`src/rtl/axi_sram_slave.sv`:
```
// ---------------------------------------------------------------------------
// axi_sram_slave
//   AXI slave bridging one outstanding read or write transaction at a time
//   onto a single-port synchronous SRAM (32-bit words).
//
//   Optional feature macro: AXI_SLV_BURST_EN
//     defined   -> multi-beat INCR/WRAP/FIXED bursts (WLAST ends writes,
//                  RLAST asserted when the beat counter reaches LEN).
//     undefined -> every transaction is a single beat; a non-zero AxLEN is
//                  still serviced for one beat but answered with SLVERR.
//
//   Ports
//     ACLK, ARESETn          clock, asynchronous active-low reset
//     AW*/W*/B*              AXI write address / data / response channels
//     AR*/R*                 AXI read address / data channels
//     CEB, WEB, BWEB, A, DI  SRAM control (active-low), address, write data
//     DO                     SRAM read data, sampled at the end of the
//                            cycle in which the read was issued
// ---------------------------------------------------------------------------
module axi_sram_slave #(
    parameter int SRAM_AW = 14,
    parameter int IDS_W   = 8
) (
    input  logic               ACLK,
    input  logic               ARESETn,
    // AW
    input  logic [IDS_W-1:0]   AWID,
    input  logic [31:0]        AWADDR,
    input  logic [3:0]         AWLEN,
    input  logic [2:0]         AWSIZE,
    input  logic [1:0]         AWBURST,
    input  logic               AWVALID,
    output logic               AWREADY,
    // W
    input  logic [31:0]        WDATA,
    input  logic [3:0]         WSTRB,
    input  logic               WLAST,
    input  logic               WVALID,
    output logic               WREADY,
    // B
    output logic [IDS_W-1:0]   BID,
    output logic [1:0]         BRESP,
    output logic               BVALID,
    input  logic               BREADY,
    // AR
    input  logic [IDS_W-1:0]   ARID,
    input  logic [31:0]        ARADDR,
    input  logic [3:0]         ARLEN,
    input  logic [2:0]         ARSIZE,
    input  logic [1:0]         ARBURST,
    input  logic               ARVALID,
    output logic               ARREADY,
    // R
    output logic [IDS_W-1:0]   RID,
    output logic [31:0]        RDATA,
    output logic [1:0]         RRESP,
    output logic               RLAST,
    output logic               RVALID,
    input  logic               RREADY,
    // SRAM
    output logic               CEB,
    output logic               WEB,
    output logic [31:0]        BWEB,
    output logic [SRAM_AW-1:0] A,
    output logic [31:0]        DI,
    input  logic [31:0]        DO
);

`ifdef AXI_SLV_BURST_EN
    localparam bit BURST_EN = 1'b1;
`else
    localparam bit BURST_EN = 1'b0;
`endif

    typedef enum logic [2:0] {IDLE, W_DATA, B_RESP, R_MEM, R_DATA} state_t;

    state_t             state_q, state_d;
    logic [IDS_W-1:0]   id_q;
    logic [SRAM_AW-1:0] addr_q, addr_next;
    logic [3:0]         len_q, cnt_q;
    logic [1:0]         burst_q, resp_q;
    logic [31:0]        rdata_q;

    logic aw_hs, ar_hs, w_hs, r_hs, last_w, last_r;

    // Size and sub-word address bits carry no meaning for a word-only slave.
    wire unused_ok = ^{AWSIZE, ARSIZE, AWADDR[31:SRAM_AW+2], AWADDR[1:0],
                       ARADDR[31:SRAM_AW+2], ARADDR[1:0]};

    // Write wins a tie: ARREADY drops whenever AWVALID is present.
    assign aw_hs = (state_q == IDLE) && AWVALID;
    assign ar_hs = (state_q == IDLE) && !AWVALID && ARVALID;
    assign w_hs  = (state_q == W_DATA) && WVALID;
    assign r_hs  = (state_q == R_DATA) && RREADY;

    // Without burst support the single beat always terminates the burst.
    assign last_w = BURST_EN ? WLAST : 1'b1;
    assign last_r = BURST_EN ? (cnt_q == len_q) : 1'b1;

    // INCR and WRAP both step one word (wrapping at the SRAM size); FIXED holds.
    assign addr_next = (burst_q == 2'b01 || burst_q == 2'b10) ?
                       addr_q + SRAM_AW'(1) : addr_q;

    always_ff @(posedge ACLK or negedge ARESETn) begin
        if (!ARESETn) begin
            state_q <= IDLE;
            id_q    <= '0;
            addr_q  <= '0;
            len_q   <= '0;
            cnt_q   <= '0;
            burst_q <= '0;
            resp_q  <= '0;
            rdata_q <= '0;
        end else begin
            state_q <= state_d;
            if (aw_hs) begin
                id_q    <= AWID;
                addr_q  <= AWADDR[SRAM_AW+1:2];
                len_q   <= AWLEN;
                burst_q <= AWBURST;
                cnt_q   <= '0;
                resp_q  <= (!BURST_EN && AWLEN != 4'd0) ? 2'b10 : 2'b00;
            end else if (ar_hs) begin
                id_q    <= ARID;
                addr_q  <= ARADDR[SRAM_AW+1:2];
                len_q   <= ARLEN;
                burst_q <= ARBURST;
                cnt_q   <= '0;
                resp_q  <= (!BURST_EN && ARLEN != 4'd0) ? 2'b10 : 2'b00;
            end else if ((w_hs && !last_w) || (r_hs && !last_r)) begin
                addr_q <= addr_next;
                cnt_q  <= cnt_q + 4'd1;
            end
            // SRAM read issued during R_MEM is available at the end of it.
            if (state_q == R_MEM)
                rdata_q <= DO;
        end
    end

    always_comb begin
        state_d = state_q;
        CEB     = 1'b1;
        WEB     = 1'b1;
        BWEB    = '1;
        DI      = '0;
        case (state_q)
            IDLE: begin
                if (aw_hs)      state_d = W_DATA;
                else if (ar_hs) state_d = R_MEM;
            end
            W_DATA: begin
                if (WVALID) begin
                    // An all-zero strobe beat is consumed without touching the SRAM.
                    if (WSTRB != 4'b0000) begin
                        CEB = 1'b0;
                        WEB = 1'b0;
                        DI  = WDATA;
                        for (int k = 0; k < 4; k++)
                            BWEB[8*k +: 8] = {8{~WSTRB[k]}};
                    end
                    if (last_w) state_d = B_RESP;
                end
            end
            B_RESP: begin
                if (BREADY) state_d = IDLE;
            end
            R_MEM: begin
                CEB     = 1'b0;
                state_d = R_DATA;
            end
            R_DATA: begin
                if (RREADY) state_d = last_r ? IDLE : R_MEM;
            end
            default: state_d = IDLE;
        endcase
    end

    // Handshake outputs are also gated by reset so they read 0 while it is held.
    assign AWREADY = ARESETn && (state_q == IDLE);
    assign ARREADY = ARESETn && (state_q == IDLE) && !AWVALID;
    assign WREADY  = (state_q == W_DATA);
    assign BVALID  = (state_q == B_RESP);
    assign BID     = id_q;
    assign BRESP   = resp_q;
    assign RVALID  = (state_q == R_DATA);
    assign RID     = id_q;
    assign RRESP   = resp_q;
    assign RLAST   = (state_q == R_DATA) && last_r;
    assign RDATA   = rdata_q;
    assign A       = addr_q;

endmodule

```
`config.mk`:
```
export PLATFORM = sky130hd
export DESIGN_NAME = axi_sram_slave
export DESIGN_NICKNAME = d
export VERILOG_FILES = /design/src/rtl/axi_sram_slave.sv
export SDC_FILE = /design/constraint.sdc
export NUM_CORES = 1
export LEC_CHECK = 0
export ABC_AREA = 1
export CORE_AREA = 2 2 119 121
export CTS_CLUSTER_DIAMETER = 30
export DETAILED_ROUTE_END_ITERATION = 10
export DIE_AREA = 0 0 121 123
export PLACE_DENSITY = 0.77
export SLEW_MARGIN = 20
export SYNTH_ARGS = -nofsm -noshare
export SYNTH_HDL_FRONTEND = slang
export SYNTH_SLANG_ARGS = --single-unit
```
`constraint.sdc`:
```
create_clock -name ACLK -period 1.5 [get_ports ACLK]
set_input_delay 0.3 -clock ACLK [delete_from_list [all_inputs] [get_ports ACLK]]
set_output_delay 0.3 -clock ACLK [all_outputs]
set_load 0.03 [all_outputs]
```
Yosys cells after proc, flatten, opt, wreduce, memory -nomap -nowiden
Index checks and enable logic that the tools add are counted.

Output and inout bits: 138. Register bits after elaboration: 59. Input port bits: 174. Logic and storage cells: 53.

Equal/unequal tests: 8. Mux-type cells: 24. Reduce and logical (&&, ||, !) cells: 12. Bitwise logic cells: 4.

Operators by type and width (number): $mux 32 (6); $mux 14 (2); $mux 8 (2); $mux 3 (5); $pmux 3 s5 (1); $reduce_bool 4->1 (3); $mux 2 (4); $eq 3x2->1 const B (2); $logic_and 1x1->1 (5); $ne 2x1->1 const B (2); $not 1->1 (4); $reduce_and 4->1 (1); $eq 3x1->1 const B (1); $eq 3x3->1 const B (1); $logic_not 3->1 (1); $mux 1 (3); $ne 3x3->1 const B (1); $ne 2x2->1 const B (1); $pmux 1 s2 (1); $reduce_bool 2->1 (1); $logic_not 1->1 (1).

Depth between registers and ports, before layout
Word-level depth: 6. Gate-level depth with buffers: 9. Gate-level depth less buffers: 7.

Worst setup path before layout
No wires, ideal clock.

Path type: flip-flop to output port. From: reg state_q[1]. To: out RVALID. Data arrival time: 1.754 ns. Data required time: 1.200 ns. Slack: -0.554 ns. Buffers on the path: 3. Stages on the path, launching flop included: 5. Path through: dfrtp_1 -> buf_2 -> buf_1 -> nor3_1 -> buf_4.

Cells in the longest elaborated chain, start to end: 1.

RTL lines: start: declaration (RTL line 77) `state_t state_q, state_d;`; start signal: assignment (RTL line 115) `state_q <= state_d;`; $eq 3x3->1; end: declaration (RTL line 58) `output logic RVALID,`.

Every way passes these cells.

Final worst setup path
From: reg state_q[2]. To: out DI[31].

Cells in the longest elaborated chain, start to end: 2.

RTL lines: $eq 3x1->1 (RTL line 146) `case (state_q)`; $mux 32 (RTL line 146); end: declaration (RTL line 65) `output logic [31:0] DI,`.

Every way passes these cells.

==> reports/qor.txt <==
Status: finished, violations left
Violated checks: negative setup slack
TritonRoute pass-1 iters: 4
Layout cell share with drive strength beyond 1: 26.9%
Simple-gate share of the synthesized area: 36.7%
Post-Synthesis Cells: 491
Ports: 312
Leakage: 3.66 nW
Die height: 123 microns
Critical path class: reg -> out
Avg WL per Cell: 13.4 microns
Clk pin slew, worst setup/hold paths: 50 ps
Post-Synthesis Cell Area: 3340 sq um
Fin crit period: 1900 ps
Critical path arrival: 1600 ps
Max Clk Rate: 528 MHz
Final #Nets: 926
Worst hold margin: 174 ps
H-Tree Level Count: 3
Synth top area share: 43.4%
Least-Margin Pin Slew: 774 ps
Final hold vios: 0
Final setup fails: 96
Row count: 43
Syn_area_per_cell: 6.81 sq um
CP Capture Type: output pin
Largest net degree at the start of global routing: 59
Worst hold path class: in -> async
CTS buffer count: 9
Slew Limit Fails: 0
CTS tree: yes
Worst-skew pair later-pin latency: 330 ps
Final Power: 0.0139 W
Fin util: 51.2%
Post-Synth XOR/XNOR Area: 0%
Initial Util: 24.6%
N_diodes: 0
Grt ovf: 0
CP Max Fanout: 14
Sequential area share after synthesis: 43.4%
Number of synthesized register bits: 58
RePlAce Congestion: 0.802
Vias: 3893
DR iter-0 viols: 122
Clock Skews: 9.50 ps
Layout area overhead: 109%
RSZ-0062 raised after global routing: true
Fraction of the mapped netlist area in adder cells: 0%
CTS Sinks: 58
Hpwl dp: 9.10 mm
Slew headroom: 48.4%
Vias per cell: 4.15
Synth top area cells: dfrtp_1, nand2_1, nor2_1
Compound-Gate Fraction of Synth Area: 0.225%
Final setup margin: -396 ps
VDD IR max: 0.000824 V
Yosys top cell by area: dfrtp_1
First-pass GRT wire length: 18.7 mm
Final ANT Viol Nets: 0
CTS root buf: clkbuf_16
WP data required: 1200 ps
Tot GR Track Use: 16.2%
Worst setup SP type: flip-flop
Clock Tree Buf Depth: 2
Die Span X: 121 microns
WL final: 12.5 mm
Mux share of post-synthesis cell area: 0%
DRC violations left: 0
Setup_tns: -31710 ps
Synth warn: 0
Core area: 13600 sq um
Vias in the first global route: 3764
Synth cell types: 19
Main combinational cell family by area after synthesis: simple AND/OR/NAND/NOR gates
Initial antenna violation count: 0
Die area: 14900 sq um
Power per cell area: 1990 nW/um^2
Period utilisation layout: 126%
Max Cap Violations: 0
Port-buffer cells: 262
## synth_stat cells
cell type  number
nand2_4         1
inv_2           3
inv_1          62
and2_0          1
clkbuf_1       10
dfrtp_1        58
nor2_2          1
nor3_1          3
buf_4          40
nor2_4          2
nand3_1        38
a21boi_0        1
buf_6           3
nand2_1       171
conb_1          1
buf_1           1
buf_2           7
nand2_2         1
nor2_1         87
## path summary, 6_finish.rpt
kind | slack [ps] | startpoint | to | cells after the start
worst max-delay path | -400 | state_q[2] | DI[31] | 7
min in group ACLK | 460 | RDATA[28] | RDATA[28] | 2
max in group asynchronous | 810 | ARESETn | RDATA[19] | 2
worst max register to register | -320 | state_q[2] | A[3] | 12
worst min register to register | 460 | RDATA[28] | RDATA[28] | 2
worst min-delay path | 170 | ARESETn | A[9] | 2
## layout make-up
type | count | area [sq um]
inverters | 65 | 251
flip-flops and latches | 58 | 1450
repair buffers | 310 | 3100
clock buffers | 12 | 267
well taps | 180 | 225
fillers | 1286 | 6640
clock inverters | 4 | 72.6
multi-input cells | 308 | 1610
## per-layer routing
layer	GRT usage, %	part of all wire (%)
met1	17.4	37
met2	29.5	52
met3	3.83	7.8
met4	8.21	3.1
met5	0	0
## flip-flops by register name (all words and copies together), names as in the netlist
signal	cells
A	14
BID	8
BRESP	1
RDATA	32
state_q	3
## timing repair
| item | in CTS | in global routing |
|---|---|---|
| pin swaps | 3 | 4 |
| endpoints found under the setup margin | 158 | 96 |
| buffers inserted | 6 | 6 |
| gates cloned | 3 | 2 |
| gates resized for setup | 131 | 14 |
| hold buffers | 0 | 0 |
## per-stage QoR
step / cell area, sq um / setup WS (ps) / cells
floorplan: 3600 / -209 / 492
global placement: 6210 / -299 / 905
detailed placement: 6210 / -312 / 905
CTS: 6840 / -406 / 930
global route: 6970 / -486 / 937
finish: 6970 / -396 / 937
## worst max-delay path, stage by stage (launching register included)
cell	delay (ps)
dfrtp_1	410
nor2_4	150
nand2_4	80
nor2_4	120
nand2_4	100
buf_12	180
nor2_2	100
buf_6	130
## where the power goes
group	internal, W	switching, W	leakage, nW
Sequential	0.00235	0.000425	0.715
Combinational	0.00351	0.00530	2.78
Clock	0.00159	0.000739	0.165
## cell families (layout without fill, tap and decap cells)
kind of cell | after synthesis | after routing
AND/OR/NAND/NOR | 305 | 305
flip-flops | 58 | 58
other | 1 | 2
AO/OA/AOI/OAI | 1 | 1
buffers and inverters | 126 | 391
## cell usage in the layout (no fill, tap or decap), types with 3 or more instances in the layout
cell type,count
buf_12,11
nor2_4,38
clkbuf_16,11
nor2_1,40
clkbuf_8,3
dfrtp_1,58
buf_6,37
nand3_1,38
clkdlybuf4s50_1,125
nor2_2,12
inv_2,4
buf_16,3
inv_1,59
dlygate4sd2_1,64
buf_4,66
nand2_1,164
nand2_4,7
Power figures use the tool's default switching activity.
